## src/rtl/uart_frame_ctrl.sv

```systemverilog
// uart_frame_ctrl: hunts for a sync byte, stores FRAME_LEN payload bytes into
// the frame RAM, guards the frame with an inter-byte timeout and hands the
// finished frame to the consumer through frame_ready/frame_ack.
// Optional feature macro: UART_FRAME_CKSUM_EN (trailing mod-256 checksum byte).
module uart_frame_ctrl #(
  parameter int unsigned FRAME_LEN   = 113,
  parameter logic [7:0]  SYNC_BYTE   = 8'hAA,
  parameter int unsigned TIMEOUT_CYC = 20000,
  parameter int unsigned ADDR_W      = 8
) (
  input  logic              clk_Rx,
  input  logic              rst,
  input  logic              rx_valid,
  input  logic [7:0]        rx_data,
  output logic              mem_we,
  output logic [ADDR_W-1:0] mem_addr,
  output logic [7:0]        mem_wdata,
  output logic              frame_ready,
  input  logic              frame_ack,
  output logic              frame_err,
  output logic              overrun,
  output logic              busy
);

  localparam int unsigned TMO_W = $clog2(TIMEOUT_CYC);
  localparam logic [ADDR_W-1:0] LAST_ADDR = ADDR_W'(FRAME_LEN - 1);
  localparam logic [TMO_W-1:0]  TMO_LAST  = TMO_W'(TIMEOUT_CYC - 1);

`ifdef UART_FRAME_CKSUM_EN
  typedef enum logic [1:0] {HUNT = 2'd0, LOAD = 2'd1, CHECK = 2'd2, DONE = 2'd3} state_e;
`else
  typedef enum logic [1:0] {HUNT = 2'd0, LOAD = 2'd1, DONE = 2'd3} state_e;
`endif

  state_e state_q, state_d;

  logic [ADDR_W-1:0] cnt_q, cnt_d;
  logic [TMO_W-1:0]  tmo_q, tmo_d;
  logic              mem_we_q, mem_we_d;
  logic [ADDR_W-1:0] mem_addr_q, mem_addr_d;
  logic [7:0]        mem_wdata_q, mem_wdata_d;
  logic              frame_ready_q, frame_ready_d;
  logic              frame_err_q, frame_err_d;
  logic              overrun_q, overrun_d;
  logic              busy_q, busy_d;

  logic sync_hit;
  logic last_byte;
  logic tmo_exp;

  assign sync_hit  = rx_valid && (rx_data == SYNC_BYTE);
  assign last_byte = (cnt_q == LAST_ADDR);
  assign tmo_exp   = (tmo_q == TMO_LAST);

`ifdef UART_FRAME_CKSUM_EN
  logic [7:0] sum_q, sum_d;
  logic       ck_ok;
  assign ck_ok = (rx_data == sum_q);
`endif

  // State register
  always_ff @(posedge clk_Rx or posedge rst) begin
    if (rst) begin
      state_q <= HUNT;
    end else begin
      state_q <= state_d;
    end
  end

  // Next-state logic; a byte arriving on the expiry cycle beats the timeout
  always_comb begin
    state_d = state_q;
    unique case (state_q)
      HUNT: begin
        if (sync_hit) state_d = LOAD;
      end
      LOAD: begin
        if (rx_valid) begin
`ifdef UART_FRAME_CKSUM_EN
          if (last_byte) state_d = CHECK;
`else
          if (last_byte) state_d = DONE;
`endif
        end else if (tmo_exp) begin
          state_d = HUNT;
        end
      end
`ifdef UART_FRAME_CKSUM_EN
      CHECK: begin
        if (rx_valid)     state_d = ck_ok ? DONE : HUNT;
        else if (tmo_exp) state_d = HUNT;
      end
`endif
      DONE: begin
        if (frame_ack) state_d = HUNT;
      end
      default: state_d = HUNT;
    endcase
  end

  // Output and datapath next values
  always_comb begin
    mem_we_d    = 1'b0;
    mem_addr_d  = mem_addr_q;
    mem_wdata_d = mem_wdata_q;
    cnt_d       = cnt_q;
    tmo_d       = '0;
    frame_err_d = frame_err_q;
    overrun_d   = overrun_q;
`ifdef UART_FRAME_CKSUM_EN
    sum_d       = sum_q;
`endif
    unique case (state_q)
      HUNT: begin
        if (sync_hit) begin
          cnt_d       = '0;
          frame_err_d = 1'b0;
`ifdef UART_FRAME_CKSUM_EN
          sum_d       = '0;
`endif
        end
      end
      LOAD: begin
        if (rx_valid) begin
          mem_we_d    = 1'b1;
          mem_addr_d  = cnt_q;
          mem_wdata_d = rx_data;
          cnt_d       = cnt_q + ADDR_W'(1);
`ifdef UART_FRAME_CKSUM_EN
          sum_d       = sum_q + rx_data;
`endif
        end else if (tmo_exp) begin
          frame_err_d = 1'b1;
        end else begin
          tmo_d = tmo_q + TMO_W'(1);
        end
      end
`ifdef UART_FRAME_CKSUM_EN
      CHECK: begin
        if (rx_valid) begin
          if (!ck_ok) frame_err_d = 1'b1;
        end else if (tmo_exp) begin
          frame_err_d = 1'b1;
        end else begin
          tmo_d = tmo_q + TMO_W'(1);
        end
      end
`endif
      DONE: begin
        if (frame_ack)     overrun_d = 1'b0;
        else if (rx_valid) overrun_d = 1'b1;
      end
      default: ;
    endcase
    frame_ready_d = (state_q == DONE) && !frame_ack;
`ifdef UART_FRAME_CKSUM_EN
    busy_d = (state_d == LOAD) || (state_d == CHECK);
`else
    busy_d = (state_d == LOAD);
`endif
  end

  // Datapath and output registers
  always_ff @(posedge clk_Rx or posedge rst) begin
    if (rst) begin
      cnt_q         <= '0;
      tmo_q         <= '0;
      mem_we_q      <= 1'b0;
      mem_addr_q    <= '0;
      mem_wdata_q   <= '0;
      frame_ready_q <= 1'b0;
      frame_err_q   <= 1'b0;
      overrun_q     <= 1'b0;
      busy_q        <= 1'b0;
`ifdef UART_FRAME_CKSUM_EN
      sum_q         <= '0;
`endif
    end else begin
      cnt_q         <= cnt_d;
      tmo_q         <= tmo_d;
      mem_we_q      <= mem_we_d;
      mem_addr_q    <= mem_addr_d;
      mem_wdata_q   <= mem_wdata_d;
      frame_ready_q <= frame_ready_d;
      frame_err_q   <= frame_err_d;
      overrun_q     <= overrun_d;
      busy_q        <= busy_d;
`ifdef UART_FRAME_CKSUM_EN
      sum_q         <= sum_d;
`endif
    end
  end

  assign mem_we      = mem_we_q;
  assign mem_addr    = mem_addr_q;
  assign mem_wdata   = mem_wdata_q;
  assign frame_ready = frame_ready_q;
  assign frame_err   = frame_err_q;
  assign overrun     = overrun_q;
  assign busy        = busy_q;

endmodule

```

## config.mk

```make
export PLATFORM = sky130hd
export DESIGN_NAME = uart_frame_ctrl
export DESIGN_NICKNAME = d
export VERILOG_FILES = /design/src/rtl/uart_frame_ctrl.sv
export SDC_FILE = /design/constraint.sdc
export NUM_CORES = 1
export LEC_CHECK = 0
export CORE_MARGIN = 2
export CORE_UTILIZATION = 52
export CTS_CLUSTER_SIZE = 40
export DETAILED_ROUTE_END_ITERATION = 8
export PLACE_DENSITY = 0.78
export REMOVE_ABC_BUFFERS = 1
export SLEW_MARGIN = 40
export SYNTH_ARGS = -nofsm -noshare
export SYNTH_HDL_FRONTEND = slang
export SYNTH_SLANG_ARGS = --single-unit
```

## constraint.sdc

```tcl
create_clock -name clk_Rx -period 2.1 [get_ports clk_Rx]
set_input_delay 0.21 -clock clk_Rx [delete_from_list [all_inputs] [get_ports clk_Rx]]
set_output_delay 0.21 -clock clk_Rx [all_outputs]
set_load 0.01 [all_outputs]
```

==> out/metrics.cfg <==
[run_status]
outcome=finished clean

[floorplan]
start_util=0.545
fp.coreArea_um2=3720
fp.dieH_um=66.4
die_width_um=66.4
io-pin-count=33
dieArea_um2=4410
row_count=22

[clocking]
clock_path_buffers=2
clock_latency_ns=0.29
cts_tree=yes
post-cts-setup-buffers=0
cts_made_buffers=5
post_cts_resized=0
cts_hold_buf=0
root_buffer=clkbuf_8
clock-sinks=46
htree_levels=2
clk_pin_slew_ns=0.08

[sta]
setup_viol_count_final=0
fin_worst_skew_ns=0.00313
maxSlewHeadroom=0.621
rsz0062_at_grt=no
hold_violations=0
worst_pin_slew_ns=0.569
finalHoldWorstSlack_ns=0.354
period_minus_slack_ns=1.82
tns_ns=0
fin_crit_sh=0.865
final_max_slew_viol_count=0
max_freq_ghz=0.550
fin_ws_ns=0.283

[critical_path]
cp.required_ns=2.26
critPathBufInv=0
r2r-start=tmo_q[0]
path_cells=ha_1 > and4_1 > nand4_1 > nand2b_1 > nor2_1
r2r_cells=5
reg2reg_to=tmo_q[8]
critPathTopFamily=simple AND/OR/NAND/NOR gates
crit_path_start_kind=flip-flop
cp.arrival_ns=1.98
cp_max_fo=13
cp_slowest_cell=nand2b_1
slowest_delay_ns=0.43
r2r_setup_slack_ns=0.28
endpoint_kind=flip-flop
path_class=reg -> reg

[grt]
track_usage=0.193
grt-ovfl-total=0
grt_pass1_wl_um=6470
antenna_found_initial=0
grt_max_degree=47
first_global_vias=1494

[final_layout]
nets=258
fin_area_um2=2520
fill_cells=282
layoutNonFillerInstCount=292
finish.utilization=0.678
antennaDiodeCount=0
syn_to_final_growth_pct=24.4
drive_gt1_frac=0.0697

[logic_synthesis]
async_reset_ff_frac=1.00
ys_seq_area_frac=0.568
synth_common_cells=nand2_1 (52), dfrtp_1 (46), nor2_1 (23)
synth_area_per_cell_um2=9.79
synth_top_cell_area_share=0.568
synth-edff-count=0
netlist_area_um2=2030
yosys.area.top_type=dfrtp_1
ys_top_cells_by_area=dfrtp_1 (57%), nand2_1 (9.6%), nor2_1 (4.3%), xnor2_1 (3.9%), xor2_1 (3.9%)
post-synth-top-count-cell=nand2_1
ys_ff_latch=46
yosys_most_used_dff=dfrtp_1
synth_cell_types=31
syn-instance-count=207
ys_warn_count=0

[power_and_ir_drop]
power_density_nw_per_um2=856
power_mw=2.16
p_leak_nw=1.15
ir_drop_mv=0.451

[routing]
vias=1565
ant_nets=0
drtIter0Drc=91
drcViolationCount=0
firstDrtPassIters=4
viasPerCell=5.36
detail_route.wl_per_cell_um=13.4
drt_wl_total_um=3920

[run]
cap_violations=0

[placed_design]
placedCellCount=284
pre_cts_slack_ns=0.0852
dpl-instance-area_um2=2410
place_congestion=0.841
dp_hpwl_um=2770
portBuffers=32

[worst_hold_path]
hold_class=in -> async

[routing by layer]
| metal | vias up | track usage | part of all wire |
|---|---|---|---|
| met5 | - | 0 | 0 |
| met4 | 0 | 0.0663 | 0.013 |
| met3 | 6 | 0.0443 | 0.046 |
| met2 | 39 | 0.326 | 0.49 |
| met1 | 761 | 0.244 | 0.45 |
| li1 | 759 | - | - |
[power breakdown]
part	internal (mW)	total, mW	switching (mW)
combinational	0.209	0.400	0.191
clock	0.354	0.642	0.289
sequential	1.00	1.11	0.113
total	1.56	2.16	0.592
[cell families (layout without fill, tap and decap cells)]
logic type,count (synthesis),after routing,synth area share
buf+inv,14,51,0.0278
xor+xnor,18,18,0.0778
flops,46,46,0.568
simple gates,115,115,0.274
fa+ha+maj,3,3,0.0185
compound gates,11,11,0.0340
[worst reg2reg max path, stage by stage, from the launching register on]
cell and delay [ns]:
dfrtp_1 0.41, ha_1 0.22, and4_1 0.32, nand4_1 0.19
nand2b_1 0.43, nor2_1 0.11
[layout make-up]
type	count	area, µm²	share of cell area
clock inverter	3	45.0	0.0179
clock buffer	5	68.8	0.0273
tap	48	60.1	0.0238
timing repair buffer	36	350	0.139
multi-input combinational	147	818	0.325
inverter	7	26.3	0.0104
sequential	46	1150	0.457
[placed cells by master, fill, tap and decap left out, types with 2 or more instances in the layout]
master           instances
nand2_1                 52
dfrtp_1                 46
clkdlybuf4s50_1         32
nor2_1                  23
xnor2_1                  9
xor2_1                   9
nand4_1                  8
nand3_1                  8
inv_1                    6
clkbuf_8                 5
nor3_1                   4
buf_4                    4
nand3b_1                 3
o21ai_0                  3
a31oi_1                  3
and3_1                   3
nor4_1                   3
ha_1                     3
nor4b_1                  2
o31ai_1                  2
clkinvlp_4               2
[flip-flops by register name (all words and copies together) (netlist names)]
| name | flops |
|---|---|
| frame_ready | 1 |
| mem_addr | 8 |
| mem_we | 1 |
| busy | 1 |
| state_q | 2 |
| overrun | 1 |
| tmo_q | 15 |
| cnt_q | 8 |
| frame_err | 1 |
| mem_wdata | 8 |
[worst max path at each step]
stage / start / end / slack, ns / depth (start not counted)
floorplan: state_q[1] / cnt_q[6] / 0.16 / 5
global placement: rx_valid / cnt_q[5] / 0.14 / 5
detailed placement: rx_valid / cnt_q[5] / 0.09 / 5
CTS: tmo_q[0] / tmo_q[13] / 0.30 / 5
global route: tmo_q[0] / tmo_q[10] / 0.11 / 5
finish: tmo_q[0] / tmo_q[8] / 0.28 / 5
(Power assumes the default switching activity.)
